===== src/rtl/lpc_sniffer_pkg.sv =====
// Shared types and helpers for the LPC record serializer slice: framing FSM
// states, default frame header and byte/checksum helpers.
package lpc_sniffer_pkg;

    typedef enum logic [1:0] {
        IDLE = 2'd0,
        HDR  = 2'd1,
        PAY  = 2'd2,
        CHK  = 2'd3
    } ser_state_e;

    localparam logic [7:0] FRAME_HEADER = 8'hA5;

    function automatic int byte_count(input int dw);
        return dw / 8;
    endfunction

    // Index counter width; a one-byte record still needs a 1-bit index.
    function automatic int idx_width(input int nb);
        return (nb > 1) ? $clog2(nb) : 1;
    endfunction

    function automatic logic [7:0] chk_fold(input logic [7:0] chk, input logic [7:0] b);
        return chk ^ b;
    endfunction

endpackage


===== src/rtl/lpc_record_serializer_if.sv =====
// Record-in / byte-out handshake bundle between the LPC buffer, the
// serializer and the UART transmitter.
interface lpc_record_serializer_if #(
    parameter int DW = 48
);
    logic [DW-1:0] in_data;
    logic          in_valid;
    logic [7:0]    out_byte;
    logic          out_valid;
    logic          out_ready;

    modport master (
        output in_data, in_valid, out_ready,
        input  out_byte, out_valid
    );

    modport slave (
        input  in_data, in_valid, out_ready,
        output out_byte, out_valid
    );
endinterface


===== src/rtl/lpc_record_fifo.sv =====
// Synchronous record FIFO; a push into a full FIFO is accepted only when a
// pop happens on the same edge.
module lpc_record_fifo #(
    parameter int DW    = 48,
    parameter int DEPTH = 8
) (
    input  logic                   clock,
    input  logic                   reset,
    input  logic                   push_i,
    input  logic [DW-1:0]          push_data_i,
    input  logic                   pop_i,
    output logic [DW-1:0]          pop_data_o,
    output logic                   full_o,
    output logic                   empty_o,
    output logic [$clog2(DEPTH):0] level_o
);
    localparam int AW = $clog2(DEPTH);
    localparam int LW = AW + 1;

    logic [DW-1:0] mem_q [DEPTH];
    logic [AW-1:0] wr_ptr_q;
    logic [AW-1:0] rd_ptr_q;
    logic [LW-1:0] level_q;
    logic          do_push_s;
    logic          do_pop_s;

    assign full_o     = (level_q == LW'(DEPTH));
    assign empty_o    = (level_q == LW'(0));
    assign do_pop_s   = pop_i && !empty_o;
    assign do_push_s  = push_i && (!full_o || do_pop_s);
    assign pop_data_o = mem_q[rd_ptr_q];
    assign level_o    = level_q;

    // Pointer and occupancy tracking; pointers wrap naturally (DEPTH is 2^n).
    always_ff @(posedge clock) begin
        if (!reset) begin
            wr_ptr_q <= AW'(0);
            rd_ptr_q <= AW'(0);
            level_q  <= LW'(0);
        end else begin
            if (do_push_s) begin
                wr_ptr_q <= wr_ptr_q + AW'(1);
            end
            if (do_pop_s) begin
                rd_ptr_q <= rd_ptr_q + AW'(1);
            end
            case ({do_push_s, do_pop_s})
                2'b10:   level_q <= level_q + LW'(1);
                2'b01:   level_q <= level_q - LW'(1);
                default: level_q <= level_q;
            endcase
        end
    end

    // Record storage; contents are don't-care until written.
    always_ff @(posedge clock) begin
        if (do_push_s) begin
            mem_q[wr_ptr_q] <= push_data_i;
        end
    end

endmodule


===== src/rtl/lpc_record_serializer.sv =====
// Queues LPC records and frames each as HEADER, payload bytes MSB-first and
// an XOR checksum of the payload, handed byte-by-byte to the UART.
module lpc_record_serializer
    import lpc_sniffer_pkg::*;
#(
    parameter int         DW     = 48,
    parameter int         DEPTH  = 8,
    parameter logic [7:0] HEADER = FRAME_HEADER
) (
    input  logic                    clock,
    input  logic                    reset,
    lpc_record_serializer_if.slave  bus,
    output logic [$clog2(DEPTH):0]  fifo_level,
    output logic [7:0]              drop_count,
    output logic                    overflow
);
    localparam int NB = byte_count(DW);
    localparam int IW = idx_width(NB);

    ser_state_e    state_q;
    logic [DW-1:0] sreg_q;
    logic [7:0]    chk_q;
    logic [IW-1:0] idx_q;
    logic [7:0]    out_byte_q;
    logic          out_valid_q;
    logic [7:0]    drop_q;
    logic          ovf_q;

    logic [DW-1:0] head_s;
    logic [DW-1:0] sreg_shift_s;
    logic          fifo_full_s;
    logic          fifo_empty_s;
    logic          pop_s;
    logic          xfer_s;
    logic          drop_s;

    assign pop_s        = (state_q == IDLE) && !fifo_empty_s;
    assign xfer_s       = out_valid_q && bus.out_ready;
    assign drop_s       = bus.in_valid && fifo_full_s && !pop_s;
    assign sreg_shift_s = sreg_q << 8;

    lpc_record_fifo #(
        .DW    (DW),
        .DEPTH (DEPTH)
    ) u_fifo (
        .clock       (clock),
        .reset       (reset),
        .push_i      (bus.in_valid),
        .push_data_i (bus.in_data),
        .pop_i       (pop_s),
        .pop_data_o  (head_s),
        .full_o      (fifo_full_s),
        .empty_o     (fifo_empty_s),
        .level_o     (fifo_level)
    );

    // Framing FSM: out_byte only changes on a transfer, so it is stable under stall.
    always_ff @(posedge clock) begin
        if (!reset) begin
            state_q     <= IDLE;
            sreg_q      <= {DW{1'b0}};
            chk_q       <= 8'h00;
            idx_q       <= IW'(0);
            out_byte_q  <= 8'h00;
            out_valid_q <= 1'b0;
        end else begin
            case (state_q)
                IDLE: begin
                    if (pop_s) begin
                        sreg_q      <= head_s;
                        chk_q       <= 8'h00;
                        out_byte_q  <= HEADER;
                        out_valid_q <= 1'b1;
                        state_q     <= HDR;
                    end else begin
                        out_valid_q <= 1'b0;
                    end
                end
                HDR: begin
                    if (xfer_s) begin
                        out_byte_q <= sreg_q[DW-1 -: 8];
                        idx_q      <= IW'(0);
                        state_q    <= PAY;
                    end
                end
                PAY: begin
                    if (xfer_s) begin
                        chk_q  <= chk_fold(chk_q, out_byte_q);
                        sreg_q <= sreg_shift_s;
                        if (idx_q == IW'(NB - 1)) begin
                            out_byte_q <= chk_fold(chk_q, out_byte_q);
                            state_q    <= CHK;
                        end else begin
                            out_byte_q <= sreg_shift_s[DW-1 -: 8];
                            idx_q      <= idx_q + IW'(1);
                        end
                    end
                end
                CHK: begin
                    if (xfer_s) begin
                        out_valid_q <= 1'b0;
                        state_q     <= IDLE;
                    end
                end
                default: begin
                    out_valid_q <= 1'b0;
                    state_q     <= IDLE;
                end
            endcase
        end
    end

    // Saturating drop counter and sticky overflow flag.
    always_ff @(posedge clock) begin
        if (!reset) begin
            drop_q <= 8'h00;
            ovf_q  <= 1'b0;
        end else if (drop_s) begin
            ovf_q <= 1'b1;
            if (drop_q != 8'hFF) begin
                drop_q <= drop_q + 8'h01;
            end
        end
    end

    assign bus.out_byte  = out_byte_q;
    assign bus.out_valid = out_valid_q;
    assign drop_count    = drop_q;
    assign overflow      = ovf_q;

endmodule


===== src/flat_wrapper.sv =====
// flat-port wrapper written by rule: the top's interface ports become plain ports
module lpc_record_serializer_flat import lpc_sniffer_pkg::*;
#(
    parameter int         DW     = 48,
    parameter int         DEPTH  = 8,
    parameter logic [7:0] HEADER = FRAME_HEADER
)
  (clock, reset, fifo_level, drop_count, overflow, bus_in_data, bus_in_valid, bus_out_ready, bus_out_byte, bus_out_valid);
  lpc_record_serializer_if #(.DW(DW)) bus_i ();
  input  logic clock;
  input  logic reset;
  output logic [$clog2(DEPTH):0] fifo_level;
  output logic [7:0] drop_count;
  output logic overflow;
  input wire logic [$bits(bus_i.in_data)-1:0] bus_in_data;
  input wire logic [$bits(bus_i.in_valid)-1:0] bus_in_valid;
  input wire logic [$bits(bus_i.out_ready)-1:0] bus_out_ready;
  output wire logic [$bits(bus_i.out_byte)-1:0] bus_out_byte;
  output wire logic [$bits(bus_i.out_valid)-1:0] bus_out_valid;
  assign bus_i.in_data = bus_in_data;
  assign bus_i.in_valid = bus_in_valid;
  assign bus_i.out_ready = bus_out_ready;
  assign bus_out_byte = bus_i.out_byte;
  assign bus_out_valid = bus_i.out_valid;
  lpc_record_serializer #(.DW(DW), .DEPTH(DEPTH), .HEADER(HEADER)) u_core (.clock(clock), .reset(reset), .bus(bus_i), .fifo_level(fifo_level), .drop_count(drop_count), .overflow(overflow));
endmodule

===== config.mk =====
export PLATFORM = sky130hd
export DESIGN_NAME = lpc_record_serializer_flat
export DESIGN_NICKNAME = d
export VERILOG_FILES = /design/src/rtl/lpc_sniffer_pkg.sv /design/src/rtl/lpc_record_serializer_if.sv /design/src/rtl/lpc_record_fifo.sv /design/src/rtl/lpc_record_serializer.sv /design/src/flat_wrapper.sv
export SDC_FILE = /design/constraint.sdc
export NUM_CORES = 1
export LEC_CHECK = 0
export ABC_AREA = 0
export CAP_MARGIN = 40
export CORE_MARGIN = 8
export CORE_UTILIZATION = 35
export DETAILED_ROUTE_END_ITERATION = 7
export HOLD_SLACK_MARGIN = 0.03
export PLACE_DENSITY = 0.55
export SETUP_SLACK_MARGIN = 0.15
export SLEW_MARGIN = 20
export SYNTH_ARGS = -nofsm -noshare
export SYNTH_HDL_FRONTEND = slang
export SYNTH_HIERARCHICAL = 1
export SYNTH_SLANG_ARGS = --single-unit

===== constraint.sdc =====
create_clock -name clock -period 10.6 [get_ports clock]
set_clock_uncertainty 0.05 [all_clocks]
set_input_delay 1.06 -clock clock [delete_from_list [all_inputs] [get_ports clock]]
set_output_delay 1.06 -clock clock [all_outputs]
set_load 0.05 [all_outputs]

==> results.md, run 1 <==
- Final Wtd Congestion: 0.767
- Clk_lat worst skew: 0.58 ns
- Routed WL per cell: a little over 20 um
- Final nets: 1221
- H-tree depth: 2
- Reg2reg end: u_core/u_fifo/mem_q[7][30]$_DFFE_PP_
- Initial Util: 0.353
- Detailed Place HPWL: 22.8 mm
- Hold Crit Start: u_core/overflow$_SDFFE_PN0P_
- FF-to-FF Start: u_core/u_fifo/level_o[1]$_SDFFE_PN0P_
- Routed vias: 9673
- Final antenna-violating net count: 0
- First-pass GRT wire length: 60.9 mm
- R2r setup slk: ~7.4 ns
- Status: complete, no violations
- Static leakage: 7.18 nW
- Synth Flop Type: edfxtp_1
- Slew Viols, Final: 0
- Slew @ Worst Pin: 0.847 ns
- Post-CTS resize count: 0
- Async SR Flop Fraction: 0
- Crit end category: flop
- Hold crit path type: flop to flop
- Port Buffers: 73
- Iter 0 DRT Violations: 598
- Post-synthesis sequential area ratio: 0.690
- CP startpoint: u_core/u_fifo/level_o[1]$_SDFFE_PN0P_
- R2R depth: 8
- Fillers: 4937
- Hold Vio Cnt, Final: 0
- Worst Path Arrival: 3.40 ns
- Vias in the first global route: 9886
- Pwr/cell area: 241 nW/um2
- RSZ-0062 raised after global routing: false
- Yosys warnings: 6
- Via-per-instance ratio: 5.09
- CTS Buffer Depth: 3
- Hold_ws: 0.439 ns
- Initial antenna violation count: 1
- Layout cell share with drive strength beyond 1: 0.206
- Total GRT Usage: 0.124
- Hold buffers post-CTS: 0
- Hold Crit Depth: 2
- Ports: 74
- CTS sink cnt: 476
- Setup repair bufs after CTS: 0
- Total die area: 63100 um2
- Count of cell types in the netlist: 64
- Max-cap check violation count: 0
- Flops & latches, synth: 476
- CTS tree: built
- # DRC: 0
- Post-synth EDFFs: around 380
- CP max FO: 48
- Crit Path Class: flop to flop
- First-pass DRT Iterations: 4
- Routed WL: around 39 mm
- Max Freq: 310 MHz
- Setup violations, final: 0
- Core area: 54900 um2
- Final period util: 0.304
- Largest net degree at the start of global routing: 52
- Fin crit period: 3.23 ns
- Rel. slew slack: 0.435
- Clock buffer count from CTS: 49
- Setup crit start kind: flop
- Die H: 251 um
- GRT Residual Overflow: 0
- Setup_tns: 0 ns
- Number of cell rows: 86
- ANT cells: 0
- Mean Syn Cell Area: 18.1 um2
- WHS Endpoint: u_core/overflow$_SDFFE_PN0P_
- Area Growth Syn to Fin: 16.2%
- Clock-pin slew on the worst setup and hold paths: 0.06 ns
- Tot Pwr: 5.42 mW
- Die W: 251 um
- Root buffer selected by CTS: clkbuf_16
- Peak VDD IR: 0.193 mV
- Critical Path RT: 10.78 ns
- Post-Syn Nets: 1134
- Cell Area, Synth: 19400 um2
- Synth Instances: 1070
## registers in the layout, summed over array words and instances, names as in the netlist, named ones only
| signal | flops |
|---|---|
| u_core/sreg_q | 48 |
| u_core/idx_q | 3 |
| u_core/chk_q | 8 |
| u_core/u_fifo/wr_ptr_q | 3 |
| u_core/overflow | 1 |
| u_core/bus.out_valid | 1 |
| u_core/bus.out_byte | 8 |
| u_core/state_q | 2 |
| u_core/drop_count | 8 |
| u_core/u_fifo/level_o | 4 |
| u_core/u_fifo/rd_ptr_q | 3 |
| u_core/u_fifo/mem_q | 384 |
## report_power, final
part / internal [mW] / leakage [nW] / switching (mW)
logic: 0.669 / 2.15 / 0.727
clock network: 0.991 / 0.781 / 0.705
registers: 2.20 / 4.25 / 0.130
total: 3.86 / 7.18 / 1.56
## layer usage
metal | wire length (um) | global-route usage
met1 | 18100 | 0.168
met2 | 18800 | 0.202
met3 | 1660 | 0.0262
met4 | 699 | 0.0308
met5 | 12 | 0
## layout by cell type (no fill, tap or decap), types with 36 or more instances in the layout
master,Yosys,final
mux4_2,73,73
clkdlybuf4s50_1,0,73
nor2_1,76,73
clkbuf_16,0,49
mux2i_1,50,50
mux2_4,40,40
edfxtp_1,384,384
dfxtp_1,92,89
nand2_1,36,36
a211oi_1,36,36
## through the flow
step / instances / util / cell area [um2] / setup slack (ns)
finish: 1901 / 0.410 / 22500 / 7.37
global route: 1901 / 0.410 / 22500 / 7.20
CTS: 1900 / 0.410 / 22500 / 7.35
detailed placement: 1809 / 0.381 / 20900 / 7.08
global placement: 1803 / 0.378 / 20800 / 7.07
floorplan: 1070 / - / 19400 / 3.74
## cell usage after synthesis (all sizes together) (2+ instances only)
library cell,instances,share of area
and2,5,0.0017
nor4b,3,0.0014
clkbuf,23,0.0049
nor3,7,0.0024
a21o,4,0.0016
mux4,96,0.12
buf,38,0.017
or3,2,0.00090
ha,11,0.0071
a21oi,26,0.0067
nand3,5,0.0013
nand2b,11,0.0039
nor4,5,0.0016
o311a,2,0.0010
a311oi,4,0.0031
o221ai,4,0.0018
xnor2,9,0.0041
inv,18,0.0036
dfxtp,92,0.095
or4,2,0.00077
o31ai,2,0.00077
nand2,37,0.0073
o22ai,8,0.0026
o21ai,10,0.0034
nor2,76,0.015
xor2,4,0.0018
nand4,3,0.00097
a2111oi,2,0.0028
o32ai,4,0.0018
mux2,48,0.036
o211ai,5,0.0019
a211oi,39,0.016
mux2i,50,0.026
o31a,5,0.0023
nor2b,16,0.0052
edfxtp,384,0.60
## cells by family after synthesis
logic type	share of synthesized area
flops	0.690
compound gates	0.0492
fa+ha+maj	0.00814
simple gates	0.0432
buf+inv	0.0255
xor+xnor	0.00588
mux	0.178
## cell type report
| cell class | instances | area (um2) | share of cell area |
|---|---|---|---|
| multi-input cells | 515 | 5560 | 0.247 |
| clock buffers | 63 | 1300 | 0.0577 |
| well taps | 704 | 881 | 0.0391 |
| clock inverters | 28 | 283 | 0.0126 |
| flip-flops and latches | 476 | 13400 | 0.594 |
| repair buffers | 97 | 1040 | 0.0460 |
| inverters | 18 | 70.1 | 0.00311 |
## critical path, stage by stage, from the launching register on
cell and delay [ns]:
dfxtp_1 0.39, or3_1 0.53, nor2_1 0.23, nand2b_4 0.21
inv_4 0.07, nand2b_1 0.21, o211ai_1 0.69, nor2_4 0.06
buf_4 0.41
## worst max path at each step
stage / end / slack (ns) / cells past startpoint
detailed placement: u_core/u_fifo/mem_q[4][27]$_DFFE_PP_ / 7.08 / 4
global route: u_core/u_fifo/mem_q[6][39]$_DFFE_PP_ / 7.20 / 8
floorplan: u_core/u_fifo/mem_q[0][0]$_DFFE_PP_ / 3.74 / 8
finish: u_core/u_fifo/mem_q[7][30]$_DFFE_PP_ / 7.37 / 8
global placement: u_core/u_fifo/mem_q[4][28]$_DFFE_PP_ / 7.07 / 4
CTS: u_core/u_fifo/mem_q[5][41]$_DFFE_PP_ / 7.35 / 8
No activity file was read; power rests on OpenSTA's default activity.
==> run 2: changes to the inputs <==
- clock period: 10.6 -> 3.3 ns (I/O delays scaled with it)
==> run 2 against run 1 <==
Sequential power grew to 3.2 times the previous value; non-clock buffer count rose by 5; flip-flop and latch count stayed put; register-to-register slack got worse by 7.0 ns; power rose to 3.2 times the previous value; core utilization grew 0.36 points; sequential share of layout area decreased by 0.46 points; worst setup slack worse by 7.0 ns; final area rose by 0.89%; critical endpoint is now u_core/u_fifo/level_o[3]$_SDFFE_PN0P_; final cell count grew 0.26%; largest cell class unchanged.
==> results.md, run 2 (same netlist as run 1, synthesis figures left out) <==
- # DRC: 0 (unchanged)
- R2R depth: 12 (+4)
- Hold Vio Cnt, Final: 0 (unchanged)
- Peak VDD IR: 0.529 mV (+170%)
- CTS Buffer Depth: 3 (unchanged)
- Pwr/cell area: 775 nW/um2 (+220%)
- First-pass DRT Iterations: 5 (+1)
- Slew Viols, Final: 0 (unchanged)
- CP max FO: 11 (-77%)
- Commonest cells after routing, fill and taps aside: edfxtp_1, dfxtp_1, clkdlybuf4s50_1, mux4_2, nor2_1
- Largest Register: u_core/u_fifo/mem_q
- Multi-input logic area: 5610 um2 (+0.88%)
- Static leakage: 7.21 nW (+0.46%)
- Core area: 54900 um2 (unchanged)
- Layout cell share with drive strength beyond 1: 0.215 (+0.00996)
- Fin cells: 1906 (+0.26%)
- ANT cells: 0 (unchanged)
- Total GRT Usage: 0.127 (+0.00331)
- Area Growth Syn to Fin: 17.3%
- Biggest regs: u_core/u_fifo/mem_q (384), u_core/sreg_q (48)
- Fillers: 4890 (-0.95%)
- Final period util: 0.874 (+0.569)
- Hold Crit Start: bus_in_data[27]
- Ports: 74 (unchanged)
- Critical Path RT: 3.72 ns (-7.06 ns)
- Family with the most delay on the worst path: simple AND/OR/NAND/NOR gates
- Max Freq: 347 MHz (+12%)
- Detailed Place HPWL: 23.1 mm (+1.3%)
- Initial Util: 0.353 (unchanged)
- Final nets: 1226 (+0.41%)
- RSZ-0062 raised after global routing: false
- Layout Utilization: 0.414 (+0.00365)
- Via-per-instance ratio: 5.05 (-0.66%)
- WHS Endpoint: u_core/u_fifo/mem_q[1][27]$_DFFE_PP_
- Hold Crit Depth: 1 (-1)
- Port Buffers: 73 (unchanged)
- R2r setup slk: 0.42 ns (-6.96 ns)
- Hold_ws: 0.413 ns (-0.0260 ns)
- GRT Residual Overflow: 0 (unchanged)
- Final antenna-violating net count: 0 (unchanged)
- Routed WL: 40.2 mm (+2.4%)
- Status: complete, no violations
- Iter 0 DRT Violations: 520 (-13%)
- Setup violations, final: 0 (unchanged)
- Vias in the first global route: 10100 (+1.9%)
- CP max stage cell: or3_4
- Rel. slew slack: 0.499 (+0.0632)
- Max-cap check violation count: 0 (unchanged)
- Crit end category: flop
- Largest net degree at the start of global routing: 89 (+71%)
- First-pass GRT wire length: 62.4 mm (+2.4%)
- Most common cell after layout, fill and taps aside: edfxtp_1
- Total die area: 63100 um2 (unchanged)
- CTS tree: built
- Die W: 251 um (unchanged)
- Sequential cell area: 13400 um2 (+0.11%)
- Clock-pin slew on the worst setup and hold paths: 0.06 ns (about the same)
- Clk_lat worst skew: 0.60 ns (+0.02 ns)
- Clock buffer count from CTS: 49 (unchanged)
- H-tree depth: 2 (unchanged)
- Routed vias: 9634 (-0.40%)
- Fin crit period: 2.88 ns (-0.343 ns)
- Number of cell rows: 86 (unchanged)
- Bufs and invs on worst path: 2 (unchanged)
- Initial antenna violation count: 2 (+1)
- Final Wtd Congestion: 0.735 (-4.1%)
- Setup crit start kind: flop
- Max incr delay on CP: 0.45 ns (-0.24 ns)
- Die H: 251 um (unchanged)
- CTS sink cnt: 476 (unchanged)
- Crit Path Class: flop to flop
- Slew @ Worst Pin: 0.751 ns (-0.0960 ns)
- CP cell instances: or3_4, nor2_2, nand2b_4, inv_6, o21ai_2, nand2b_1, inv_1, ha_1, nand3_1, a211o_1, a32o_1, o21a_1
- Routed WL per cell: 21.1 um (+2.1%)
- Root buffer selected by CTS: clkbuf_16
- Max reg flops: 384 (unchanged)
- Dpl cells: 1813 (+0.22%)
- Hold crit path type: input port to flop
- FF-to-FF Start: u_core/u_fifo/level_o[0]$_SDFFE_PN0P_
- Worst Path Arrival: 3.30 ns (-0.10 ns)
- Reg2reg end: u_core/u_fifo/level_o[3]$_SDFFE_PN0P_
run 2: per-layer routing:
metal | global-route usage | share of wire | wire [um] | up-vias
li1 | - | - | - | 4469
met1 | 0.171 | 0.46 | 18600 | 4974
met2 | 0.210 | 0.48 | 19400 | 136
met3 | 0.0246 | 0.036 | 1460 | 53
met4 | 0.0354 | 0.019 | 748 | 2
met5 | 0 | 0.00025 | 10 | -
run 2: report_power, final:
part           switching (mW)  total [mW]  internal, mW
registers               0.388        7.46          7.08
clock network            2.29        5.50          3.21
logic                    2.41        4.65          2.24
total                    5.09        17.6          12.5
run 2: final cells by class:
cell class | count | share of cell area
clock buffers | 70 | 0.0601
well taps | 704 | 0.0388
flip-flops and latches | 476 | 0.590
clock inverters | 21 | 0.0112
multi-input cells | 515 | 0.247
inverters | 18 | 0.00319
repair buffers | 102 | 0.0498
run 2: worst max path at each step:
stage | start | end | slack (ns) | cells past startpoint
floorplan | u_core/u_fifo/level_o[0]$_SDFFE_PN0P_ | u_core/u_fifo/mem_q[0][0]$_DFFE_PP_ | -0.07 | 8
global placement | u_core/u_fifo/level_o[0]$_SDFFE_PN0P_ | u_core/u_fifo/level_o[3]$_SDFFE_PN0P_ | 0.38 | 12
detailed placement | u_core/u_fifo/level_o[0]$_SDFFE_PN0P_ | u_core/u_fifo/level_o[3]$_SDFFE_PN0P_ | 0.33 | 12
CTS | u_core/u_fifo/level_o[0]$_SDFFE_PN0P_ | u_core/u_fifo/level_o[3]$_SDFFE_PN0P_ | 0.30 | 12
global route | u_core/u_fifo/level_o[0]$_SDFFE_PN0P_ | u_core/u_fifo/level_o[3]$_SDFFE_PN0P_ | 0.26 | 12
finish | u_core/u_fifo/level_o[0]$_SDFFE_PN0P_ | u_core/u_fifo/level_o[3]$_SDFFE_PN0P_ | 0.42 | 12
run 2: worst register-to-register path: stages (launching register included):
cell and delay [ns]:
dfxtp_4 0.37, or3_4 0.45, nor2_2 0.12, nand2b_4 0.18
inv_6 0.06, o21ai_2 0.09, nand2b_1 0.17, inv_1 0.07
ha_1 0.32, nand3_1 0.17, a211o_1 0.32, a32o_1 0.25
o21a_1 0.16
run 2: repair_timing:
item                                    CTS  global route
endpoints found under the setup margin    0             1
buffers inserted                          0             0
resized for setup                         0             1
hold buffers                              0             0
run 2: per-stage QoR:
stage | power [mW] | setup WS, ns | setup TNS, ns | area [um2]
final | 17.6 | 0.417 | 0 | 22700
after global routing | 18.5 | 0.259 | 0 | 22700
after CTS | 17.8 | 0.301 | 0 | 22700
after detailed placement | 12.3 | 0.329 | 0 | 21100
after global placement | 12.2 | 0.380 | 0 | 21100
after floorplan | 11.3 | -0.0732 | -3.52 | 19500
==> run 3: changes to the inputs <==
- CAP_MARGIN: 40 -> not set
==> run 3 against run 2 <==
Maximum frequency hardly changed; global-route usage stayed put; combinational power is 0.9% lower; power is 0.19% lower; flip-flop and latch count stayed put; sequential share of layout area is 0.091 points higher.
==> results.md, run 3 (same netlist as run 1, synthesis figures left out) <==
- Hold Crit Start: bus_in_data[27]
- R2R depth: 12 (unchanged)
- Internal: 12.5 mW (-0.23%)
- Layout Utilization: 0.413 (-0.000639)
- Clock power frac: 0.313 (about the same)
- Vias in the first global route: 10100 (unchanged)
- Bufs and invs on worst path: 2 (unchanged)
- Root buffer selected by CTS: clkbuf_16
- First-pass GRT wire length: 62.4 mm (unchanged)
- FF-to-FF Start: u_core/u_fifo/level_o[0]$_SDFFE_PN0P_
- Final nets: 1224 (-0.16%)
- Pwr/cell area: 775 nW/um2 (about the same)
- Layout cell share with drive strength beyond 1: 0.214 (-0.00131)
- Worst Slack Setup Final: 0.418 ns (+0.00143 ns)
- Final Wtd Congestion: 0.735 (unchanged)
- Routed WL per cell: 21.2 um (+0.18%)
- Pre-CTS WS: 0.329 ns (unchanged)
- CTS sink cnt: 476 (unchanged)
- Most common cell after layout, fill and taps aside: edfxtp_1
- Core area: 54900 um2 (unchanged)
- Setup crit start kind: flop
- Hold Crit Depth: 1 (unchanged)
- CTS tree: built
- Status: complete, no violations
- Max incr delay on CP: 0.45 ns (about the same)
- Initial antenna violation count: 2 (unchanged)
- Largest net degree at the start of global routing: 89 (unchanged)
- ANT cells: 0 (unchanged)
- CP max FO: 11 (unchanged)
- Worst Path Arrival: 3.30 ns (about the same)
- Rel. slew slack: 0.406 (-0.0929)
- Detailed Place HPWL: 23.1 mm (unchanged)
- Slew @ Worst Pin: 0.891 ns (+0.140 ns)
- Crit end category: flop
- Final antenna-violating net count: 0 (unchanged)
- Multi-input logic area: 5610 um2 (unchanged)
- Total die area: 63100 um2 (unchanged)
- GRT Residual Overflow: 0 (unchanged)
- CP startpoint: u_core/u_fifo/level_o[0]$_SDFFE_PN0P_
- Largest Register: u_core/u_fifo/mem_q
- Family with the most delay on the worst path: simple AND/OR/NAND/NOR gates
- First-pass DRT Iterations: 4 (-1)
- Sequential cell area: 13400 um2 (unchanged)
- Clock buffer count from CTS: 49 (unchanged)
- Placed cell area: 21100 um2 (unchanged)
- Clock-pin slew on the worst setup and hold paths: 0.06 ns (about the same)
- Sequential Power Share: 0.425 (about the same)
- Max-cap check violation count: 0 (unchanged)
- CTS Buffer Depth: 3 (unchanged)
- Worst Setup EP: u_core/u_fifo/level_o[3]$_SDFFE_PN0P_
- Area Growth Syn to Fin: 17.1%
- Number of cell rows: 86 (unchanged)
- Iter 0 DRT Violations: 496 (-4.6%)
- Commonest cells after routing, fill and taps aside: edfxtp_1, dfxtp_1, clkdlybuf4s50_1, mux4_2, nor2_1
- Die H: 251 um (unchanged)
- Biggest regs: u_core/u_fifo/mem_q (384), u_core/sreg_q (48)
- Tot Pwr: 17.6 mW (-0.19%)
- P_sw: 5.09 mW (about the same)
- Critical Path RT: 3.72 ns (about the same)
- Fillers: 4891 (+0.020%)
- Max reg flops: 384 (unchanged)
- Critical path depth: 12 (unchanged)
- Setup repair bufs after CTS: 0 (unchanged)
- Hold Vio Cnt, Final: 0 (unchanged)
- Setup violations, final: 0 (unchanged)
- Max Freq: 347 MHz (about the same)
- Fin area: 22700 um2 (-0.15%)
- Via-per-instance ratio: 5.05 (-0.14%)
- Hold_ws: 0.413 ns (+0.000568 ns)
- Routed vias: 9610 (-0.25%)
- Routed WL: 40.3 mm (about the same)
- R2r setup slk: 0.42 ns (about the same)
- # DRC: 0 (unchanged)
- Sw Share: 0.289 (+0.000336)
- Total GRT Usage: 0.127 (unchanged)
- Fin crit period: 2.88 ns (-0.00143 ns)
- Static leakage: 7.19 nW (-0.24%)
- Port Buffers: 73 (unchanged)
- Hold crit path type: input port to flop
- Initial Util: 0.353 (unchanged)
- Ports: 74 (unchanged)
- Clk_lat worst skew: 0.60 ns (about the same)
- Final period util: 0.873 (about the same)
- H-tree depth: 2 (unchanged)
- Crit Path Class: flop to flop
- Reg2reg end: u_core/u_fifo/level_o[3]$_SDFFE_PN0P_
- Die W: 251 um (unchanged)
- Peak VDD IR: 0.566 mV (+7.0%)
- CP cell instances: or3_4, nor2_2, nand2b_4, inv_6, o21ai_2, nand2b_1, inv_1, ha_1, nand3_1, a211o_1, a32o_1, o21a_1
- RSZ-0062 raised after global routing: false
- Slew Viols, Final: 0 (unchanged)
- CP max stage cell: or3_4
- Hold buffers post-CTS: 0 (unchanged)
- Comb pwr share: 0.262 (-0.002)
-- run 3: changes by cell type in the layout (fill, tap and decap cells not counted) --
cell | before | now
buf_16 | 1 | 0
buf_4 | 15 | 14
-- run 3: area by class of cell --
cell class / count / share of cell area
tap: 704 / 0.0388
sequential: 476 / 0.591
timing repair buffer: 100 / 0.0483
clock inverter: 21 / 0.0113
clock buffer: 70 / 0.0602
multi-input combinational: 515 / 0.247
inverter: 18 / 0.00320
-- run 3: what timing repair did --
| item | CTS | global route |
|---|---|---|
| endpoints found under the hold margin | 0 | 0 |
| resized for setup | 0 | 1 |
| endpoints found under the setup margin | 0 | 1 |
-- run 3: how the worst min path moves through the flow --
stage                                      endpoint
2_1_floorplan   u_core/u_fifo/mem_q[0][0]$_DFFE_PP_
3_3_place_gp           u_core/chk_q[5]$_SDFFE_PN0P_
3_5_place_dp           u_core/chk_q[0]$_SDFFE_PN0P_
4_1_cts        u_core/u_fifo/mem_q[0][27]$_DFFE_PP_
5_1_grt        u_core/u_fifo/mem_q[4][20]$_DFFE_PP_
6_report       u_core/u_fifo/mem_q[1][27]$_DFFE_PP_
-- run 3: metrics by stage --
step | TNS (ns) | instances
3_3_place_gp | 0 | 1813
6_report | 0 | 1904
2_1_floorplan | -3.52 | 1070
4_1_cts | 0 | 1904
5_1_grt | 0 | 1904
3_5_place_dp | 0 | 1813
-- run 3: routing by layer --
layer,wire length [um],GRT usage,share of wire
met5,10,0,0.00025
met4,726,0.0354,0.018
met2,19400,0.210,0.48
met1,18200,0.171,0.45
met3,1960,0.0246,0.049
-- run 3: power by group through the flow --
stage / clock (mW) / sequential [mW] / combinational (mW)
2_1_floorplan: 0 / 7.56 / 3.78
3_3_place_gp: 0 / 7.58 / 4.63
3_5_place_dp: 0 / 7.60 / 4.67
4_1_cts: 5.68 / 7.47 / 4.69
5_1_grt: 5.92 / 7.53 / 5.03
6_report: 5.50 / 7.47 / 4.61
